--- src/rtl/tl_source_allocator.sv ---
// ============================================================================
// Module   : tl_source_allocator
// Brief    : TileLink-UH source-ID allocator for a single sourceless client.
// Revision : 1.0 - initial release
// ============================================================================
`default_nettype none

module tl_source_allocator #(
    parameter int SOURCE_BITS  = 1,
    parameter int MAX_INFLIGHT = 2,
    parameter int LOG_BEAT     = 3
) (
    input  logic                   clock,
    input  logic                   reset,
    // client A
    output logic                   in_a_ready,
    input  logic                   in_a_valid,
    input  logic [2:0]             in_a_opcode,
    input  logic [3:0]             in_a_size,
    input  logic [32:0]            in_a_address,
    input  logic [7:0]             in_a_mask,
    input  logic [63:0]            in_a_data,
    // downstream A
    input  logic                   out_a_ready,
    output logic                   out_a_valid,
    output logic [2:0]             out_a_opcode,
    output logic [2:0]             out_a_param,
    output logic [3:0]             out_a_size,
    output logic [SOURCE_BITS-1:0] out_a_source,
    output logic [32:0]            out_a_address,
    output logic [7:0]             out_a_mask,
    output logic [63:0]            out_a_data,
    output logic                   out_a_corrupt,
    // downstream D
    output logic                   out_d_ready,
    input  logic                   out_d_valid,
    input  logic [2:0]             out_d_opcode,
    input  logic [1:0]             out_d_param,
    input  logic [3:0]             out_d_size,
    input  logic [SOURCE_BITS-1:0] out_d_source,
    input  logic [2:0]             out_d_sink,
    input  logic                   out_d_denied,
    input  logic [63:0]            out_d_data,
    input  logic                   out_d_corrupt,
    // client D
    input  logic                   in_d_ready,
    output logic                   in_d_valid,
    output logic [2:0]             in_d_opcode,
    output logic [1:0]             in_d_param,
    output logic [3:0]             in_d_size,
    output logic [SOURCE_BITS-1:0] in_d_source,
    output logic [2:0]             in_d_sink,
    output logic                   in_d_denied,
    output logic [63:0]            in_d_data,
    output logic                   in_d_corrupt,
    // status
    output logic [SOURCE_BITS:0]   inflight,
    output logic                   err_spurious_d
);

    localparam int                 c_num_ids      = 2 ** SOURCE_BITS;
    localparam logic [SOURCE_BITS:0] c_max_inflight = (SOURCE_BITS + 1)'(MAX_INFLIGHT);
    localparam logic [3:0]         c_log_beat     = 4'(LOG_BEAT);

    logic [c_num_ids-1:0]   r_free;
    logic                   r_a_busy;
    logic [3:0]             r_a_left;
    logic [SOURCE_BITS-1:0] r_a_src;
    logic [3:0]             r_d_left [c_num_ids];
    logic [SOURCE_BITS:0]   r_inflight;
    logic                   r_err;

    logic [SOURCE_BITS-1:0] w_free_idx;
    logic                   w_can_alloc;
    logic                   w_gate;
    logic                   w_a_fire;
    logic                   w_alloc;
    logic [3:0]             w_a_beats_m1;
    logic [3:0]             w_d_beats_m1;
    logic                   w_d_fire;
    logic                   w_d_last;
    logic                   w_d_free;
    logic                   w_d_spur;
    logic [3:0]             w_d_left_cur;
    logic [c_num_ids-1:0]   w_free_nxt;

    // Number of beats minus one; messages without data are always one beat.
    function automatic logic [3:0] beats_m1(input logic has_data, input logic [3:0] size);
        logic [15:0] v;
        v = '0;
        if (has_data && (size > c_log_beat)) begin
            v = (16'd1 << (size - c_log_beat)) - 16'd1;
        end
        return v[3:0];
    endfunction

    always_comb begin
        w_free_idx = '0;
        for (int i = c_num_ids - 1; i >= 0; i--) begin
            if (r_free[i]) begin
                w_free_idx = SOURCE_BITS'(i);
            end
        end
    end

    assign w_can_alloc  = (|r_free) && (r_inflight < c_max_inflight);
    assign w_gate       = r_a_busy | w_can_alloc;
    assign out_a_valid  = reset & in_a_valid & w_gate;
    assign in_a_ready   = reset & out_a_ready & w_gate;
    assign out_a_source = r_a_busy ? r_a_src : w_free_idx;

    assign out_a_opcode  = in_a_opcode;
    assign out_a_param   = 3'd0;
    assign out_a_size    = in_a_size;
    assign out_a_address = in_a_address;
    assign out_a_mask    = in_a_mask;
    assign out_a_data    = in_a_data;
    assign out_a_corrupt = 1'b0;

    assign out_d_ready  = in_d_ready;
    assign in_d_valid   = out_d_valid;
    assign in_d_opcode  = out_d_opcode;
    assign in_d_param   = out_d_param;
    assign in_d_size    = out_d_size;
    assign in_d_source  = out_d_source;
    assign in_d_sink    = out_d_sink;
    assign in_d_denied  = out_d_denied;
    assign in_d_data    = out_d_data;
    assign in_d_corrupt = out_d_corrupt;

    assign w_a_fire     = in_a_valid & in_a_ready;
    assign w_alloc      = w_a_fire & ~r_a_busy;
    assign w_a_beats_m1 = beats_m1(in_a_opcode <= 3'd3, in_a_size);
    assign w_d_beats_m1 = beats_m1(out_d_opcode == 3'd1, out_d_size);
    assign w_d_left_cur = r_d_left[out_d_source];
    assign w_d_fire     = out_d_valid & in_d_ready;
    assign w_d_last     = w_d_fire & ((w_d_beats_m1 == 4'd0) || (w_d_left_cur == 4'd1));
    assign w_d_free     = w_d_last & ~r_free[out_d_source];
    assign w_d_spur     = w_d_last & r_free[out_d_source];

    // The allocated ID was free, so it can never collide with the ID being freed.
    always_comb begin
        w_free_nxt = r_free;
        if (w_alloc) begin
            w_free_nxt[w_free_idx] = 1'b0;
        end
        if (w_d_free) begin
            w_free_nxt[out_d_source] = 1'b1;
        end
    end

    always_ff @(posedge clock or negedge reset) begin
        if (!reset) begin
            r_free     <= '1;
            r_a_busy   <= 1'b0;
            r_a_left   <= 4'd0;
            r_a_src    <= '0;
            r_inflight <= '0;
            r_err      <= 1'b0;
            for (int i = 0; i < c_num_ids; i++) begin
                r_d_left[i] <= 4'd0;
            end
        end else begin
            r_free <= w_free_nxt;

            if (w_alloc && !w_d_free) begin
                r_inflight <= r_inflight + 1'b1;
            end else if (!w_alloc && w_d_free) begin
                r_inflight <= r_inflight - 1'b1;
            end

            if (w_alloc) begin
                if (w_a_beats_m1 != 4'd0) begin
                    r_a_busy <= 1'b1;
                    r_a_src  <= w_free_idx;
                    r_a_left <= w_a_beats_m1;
                end
            end else if (w_a_fire) begin
                r_a_left <= r_a_left - 4'd1;
                if (r_a_left == 4'd1) begin
                    r_a_busy <= 1'b0;
                end
            end

            if (w_d_fire) begin
                if (w_d_last) begin
                    r_d_left[out_d_source] <= 4'd0;
                end else if (w_d_left_cur == 4'd0) begin
                    r_d_left[out_d_source] <= w_d_beats_m1;
                end else begin
                    r_d_left[out_d_source] <= w_d_left_cur - 4'd1;
                end
            end

            if (w_d_spur) begin
                r_err <= 1'b1;
            end
        end
    end

    assign inflight       = r_inflight;
    assign err_spurious_d = r_err;

endmodule

`default_nettype wire
--- config.mk ---
export PLATFORM = sky130hd
export DESIGN_NAME = tl_source_allocator
export DESIGN_NICKNAME = d
export VERILOG_FILES = /design/src/rtl/tl_source_allocator.sv
export SDC_FILE = /design/constraint.sdc
export NUM_CORES = 1
export LEC_CHECK = 0
export CAP_MARGIN = 25
export CORE_AREA = 2 2 157 159
export DETAILED_ROUTE_END_ITERATION = 8
export DIE_AREA = 0 0 159 161
export PLACE_DENSITY_LB_ADDON = 0.3
export SYNTH_ARGS = -nofsm -noshare
export SYNTH_HDL_FRONTEND = slang
export SYNTH_SLANG_ARGS = --single-unit
--- constraint.sdc ---
create_clock -name clock -period 1.94 [get_ports clock]
set_input_delay 0.388 -clock clock [delete_from_list [all_inputs] [get_ports clock]]
set_output_delay 0.388 -clock clock [all_outputs]
set_load 0.005 [all_outputs]
# Word-level counts from Yosys, hierarchy flattened
# Index checks and enable logic that the tools add are counted.
totals:
  in_bits: 197
  memories: 0
  reg_bits: 19
  latch_bits: 0
  romBits: 0
  ramBits: 0
  elab_cells: 103
classes:
  bitwise_logic: 19
  n_mux: 31
  add_sub_neg: 8
  div: 0
  shifts: 2
  n_mul: 0
  order_cmp: 10
  n_reduce_logical: 21
  n_eq_ne: 4
ops:
  columns: ["op", "count"]
  rows:
  - ["$mux W4", 9]
  - ["$bwmux W8", 2]
  - ["$mux W8", 2]
  - ["$sub A4 B1 Y4 const B", 4]
  - ["$mux W1", 11]
  - ["$and A1 B1 Y1", 10]
  - ["$and A8 B8 Y8", 1]
  - ["$eq A4 B1 Y1 const B", 2]
  - ["$gt A4 B2 Y1 const B", 2]
  - ["$logic_and A1 B1 Y1", 8]
  - ["$logic_not A4 Y1", 2]
  - ["$mux W2", 4]
  - ["$not A8 Y8", 1]
  - ["$shl A1 B4 Y4 const A", 2]
  - ["$sub A4 B2 Y4 const B", 2]
  - ["$reduce_bool A2 Y1", 3]
  - ["$demux W4 S1", 1]
  - ["$lt A1 B2 Y1 const B", 2]
  - ["$reduce_and A2 Y1", 2]
  - ["$reduce_bool A4 Y1", 1]
  - ["$eq A3 B1 Y1 const B", 1]
  - ["$le A3 B2 Y1 const B", 1]
  - ["$reduce_and A3 Y1", 1]
  - ["$add A2 B1 Y2 const B", 1]
  - ["other kinds (16)", 20]

# Depth between registers and ports, before layout
depth:
  word_depth: 11
  depth_mapped: 14
  ltp_nobuf: 13

# Worst setup path before layout
# Ideal clock, no wire load.
synth_timing:
  kind: "input -> register"
  from: "input port out_d_size[0]"
  to: "register r_inflight[1] (netlist: inflight[1])"
  setup_slack_ns: -1.034
  t_arrival_ns: 2.849
  path_buffers: 1
  stages: 14
  required_time_ns: 1.815
  setup_time_ns: 0.125
  cell_sequence: "ha_1 > or4bb_1 > o32ai_2 > inv_1 > ha_1 > inv_1 > nor2_1 > a221o_1 > buf_6 > nand4_1 > ha_1 > xor2_1 > nor2_1 > xor2_1"
synth_between:
  elab_chain_len: 11
synth_rtl:
  columns: ["element", "line", "rtl"]
  rows:
  - ["from (decl)", "39", "input logic [3:0] out_d_size,"]
  - ["$sub A4 B2 Y4", "92", "v = (16'd1 << (size - c_log_beat)) - 16'd1;"]
  - ["$shl A1 B4 Y4", "92", null]
  - ["$sub A4 B1 Y4", "92", null]
  - ["$mux W4 *", "91", "if (has_data && (size > c_log_beat)) begin"]
  - ["$logic_not A4 Y1 *", "137", "assign w_d_last = w_d_fire & ((w_d_beats_m1 == 4'd0) || (w_d_left_cur == 4'd1));"]
  - ["$logic_or A1 B1 Y1 *", "137", null]
  - ["$and A1 B1 Y1 *", "137", null]
  - ["$and A1 B1 Y1 *", "138", "assign w_d_free = w_d_last & ~r_free[out_d_source];"]
  - ["$logic_not A1 Y1", "166", "if (w_alloc && !w_d_free) begin"]
  - ["$logic_and A1 B1 Y1", "166", null]
  - ["$mux W2 or $reduce_bool A2 Y1 (tied branches)", null, null]
  - ["to (signal assigned)", "167", "r_inflight <= r_inflight + 1'b1;"]
  - ["to (signal assigned)", "169", "r_inflight <= r_inflight - 1'b1;"]
  - ["to (decl)", "70", "logic [SOURCE_BITS:0] r_inflight;"]
# Mark *: on every way between the ends. The rest lies on a longest branch, timed or not.
# A chain may end at the register's enable or synchronous reset.

# Worst setup path after layout
layout_timing:
  from: "input port out_d_size[1]"
  to: "register r_inflight[1] (netlist: inflight[1])"
# Same word-level chain as after synthesis.

==> reports/summary.txt <==
Skew final: 0.005085 ns
Mux cell area share after synthesis: 0.02051
Fin util: 0.1295
PortBufs: 39
Largest net degree at the start of global routing: 20
DRC: 0
Total number of vias: 1876
Reg clk slew, reported paths: 0.05 ns
Max Freq: 374.5 MHz
Full die area: 25600 µm²
Drt first pass iters: 4
Total grt overflow: 0
Status: complete, but fails checks
Max-Cap Viols: 0
Share of cells above drive strength 1: 0.4400
Post-Place Cells: 573
Via density: 3.132
Crit path max fanout: 2
Cell taking the most area after synthesis: buf_4
Max Transition Viols Final: 0
Hold crit path type: flop to flop
Clock tree buffer depth: 2
Top cells by area, synth: buf_4 (49%), dfrtp_1 (14%), ha_1 (3.8%)
# clock sinks: 19
H-tree levels: 1
Post-layout min period: 2.670 ns
Post-Synth Simple-Gate Area: 0.1009
Setup TNS: -9.264 ns
R2R depth: 7
Largest family of logic cells by synthesized area: buffers and inverters
Filler cell count: 2741
Compound-Gate Fraction of Synth Area: 0.1344
First-pass GRT wire length: 10800 µm
Initial antenna violation count: 0
Max IR drop VDD: 0.2395 mV
Number of global-route vias before repair: 2005
Final wirelength: 7282 µm
Layout Cells excl Fill: 599
Mapped Cells: 364
TritonCTS clock tree: built
Fin Hold WS: 0.4822 ns
Post-synthesis sequential area ratio: 0.1599
Most frequent cell after synthesis: buf_4
Power Total: 1.960 mW
Dominant synthesized flop cell: dfrtp_1
Worst setup margin: -0.7300 ns
Seq cells post-synth: 19
Wire per inst: 12.16 µm
Type of origin of the critical path: input port
Synth Warn #: 0
Ys async rst share: 1.000
Core Area: 23960 µm²
Initial core utilization: 0.1247
Detailed Place HPWL: 5539 µm
Leakage Power: 1.221 nW
Worst Hold Depth: 2
Distinct cells, synth: 59
Multi-input logic area: 1165 µm²
Syn avg cell area: 8.212 µm²
Top Ports: 400
Required time worst endpoint: 2.07 ns
Post-synth top area share: 0.4948
Crit. End Element: flop
Root buf cell: clkbuf_16
Routed Antenna Nets: 0
FP Rows: 57
Failing checks: setup timing
Pwr dens: 631.2 nW/µm²
Final Net Count: 482
RSZ-0062 raised after global routing: yes
Num CTS Buffers: 3
Crit path kind: input port to flop
Crit path DAT: 2.80 ns
Register area: 478.0 µm²
Die extent in x: 159 µm
Count of final hold-check violations: 0
Synth Area in Adders: 0.03767
All-Layer GR Usage: 0.05328
Gpl congestion: 0.7900
Antenna Diode Count: 0
Hold Buf Count CTS: 0
Final Cycle Share: 1.376
Clk Latency, worst-skew pair: 0.25 ns
Commonest cells in the netlist: buf_4 (197), dfrtp_1 (17), nand2_1 (17), nor2_1 (17), inv_1 (13)
Post-synth EDFFs: 0
Syn-to-layout area delta: 3.851%
Initial DRC count: 37
Final setup viols: 19
Xor/xnor cell area share of the yosys netlist: 0.02637
Netlist Area Pre-Place: 2989 µm²
Chip Height: 161 µm
## layout by cell type, fill, tap and decap left out, types with 3 or more instances in the layout
cell | netlist | routed
a21oi_1 | 4 | 3
a31oi_1 | 3 | 3
buf_4 | 197 | 50
buf_6 | 1 | 17
clkbuf_16 | 0 | 3
clkbuf_2 | 0 | 3
clkdlybuf4s50_1 | 0 | 27
conb_1 | 1 | 4
dfrtp_1 | 17 | 17
dlygate4sd2_1 | 0 | 3
ha_1 | 9 | 5
ha_4 | 0 | 4
inv_1 | 13 | 11
inv_2 | 1 | 3
mux2i_1 | 5 | 5
nand2_1 | 17 | 16
nand3_1 | 4 | 3
nor2_1 | 17 | 13
nor2_2 | 0 | 4
nor3_1 | 3 | 3
o21ai_1 | 3 | 6
or3_1 | 4 | 3
xnor2_1 | 3 | 3
xor2_1 | 6 | 5
## cell type report
type | count | area share
tap | 324 | 0.1306
clock inverter | 1 | 0.001612
inverter | 14 | 0.01693
clock buffer | 3 | 0.02418
multi-input combinational | 134 | 0.3753
sequential | 19 | 0.1540
timing repair buffer | 104 | 0.2975
## timing repair
action,4_1_cts,5_1_grt
setup endpoints to repair,27,22
gates resized for setup,56,28
pin swaps,21,18
setup buffers,34,5
cloned,0,0
endpoints found under the hold margin,0,0
## metrics by stage
stage,instance area [µm²],setup slack [ns]
after global routing,3104,-0.8779
final,3104,-0.7300
after detailed placement,2668,-1.482
after floorplan,3048,-0.9203
after global placement,2668,-1.460
after CTS,2983,-0.7877
## layer usage
metal / wire (µm) / track usage
met5: 0 / 0
met1: 2481 / 0.04985
met2: 3363 / 0.08478
met4: 588 / 0.05041
met3: 849 / 0.02696
## logic make-up after synthesis
| family | count (synthesis) |
|---|---|
| buf+inv | 214 |
| simple gates | 59 |
| compound gates | 47 |
| flops | 19 |
| fa+ha+maj | 9 |
| xor+xnor | 9 |
| mux | 6 |
| other cells | 1 |
## registers in the layout, summed over array words and instances (netlist names)
| name | cells |
|---|---|
| err_spurious_d | 1 |
| r_a_src | 1 |
| inflight | 2 |
| r_a_left | 4 |
| r_free | 2 |
| r_a_busy | 1 |
| r_d_left | 8 |
## critical path, cell delays in order
cell	delay, ns
buf_8	0.10
ha_4	0.23
or4bb_1	0.51
o32ai_2	0.13
inv_1	0.12
ha_4	0.23
inv_2	0.06
nor2_2	0.03
a221o_1	0.35
nand4_1	0.15
ha_4	0.16
xor2_2	0.14
nor2_2	0.05
xor2_1	0.15
## final timing paths
check                                              from  slack [ns]                       to
worst max-delay path                      out_d_size[1]       -0.73  inflight[1]$_DFFE_PN0P_
worst min-delay path                r_a_src$_DFFE_PN0P_        0.48      r_a_src$_DFFE_PN0P_
worst max register to register  r_d_left[1]$_DFFE_PN0P_       -0.11  r_d_left[1]$_DFFE_PN0P_
worst min register to register      r_a_src$_DFFE_PN0P_        0.48      r_a_src$_DFFE_PN0P_
max in group asynchronous                         reset        0.99      r_free[1]$_DFF_PN1_
min in group asynchronous                         reset        0.68  r_d_left[7]$_DFFE_PN0P_
## power breakdown
part           total, mW  internal [mW]  switching [mW]
Sequential         0.595          0.503          0.0915
Clock              0.423          0.276           0.147
Combinational      0.942          0.514           0.428
Total               1.96           1.29           0.666
(Power assumes the default switching activity.)
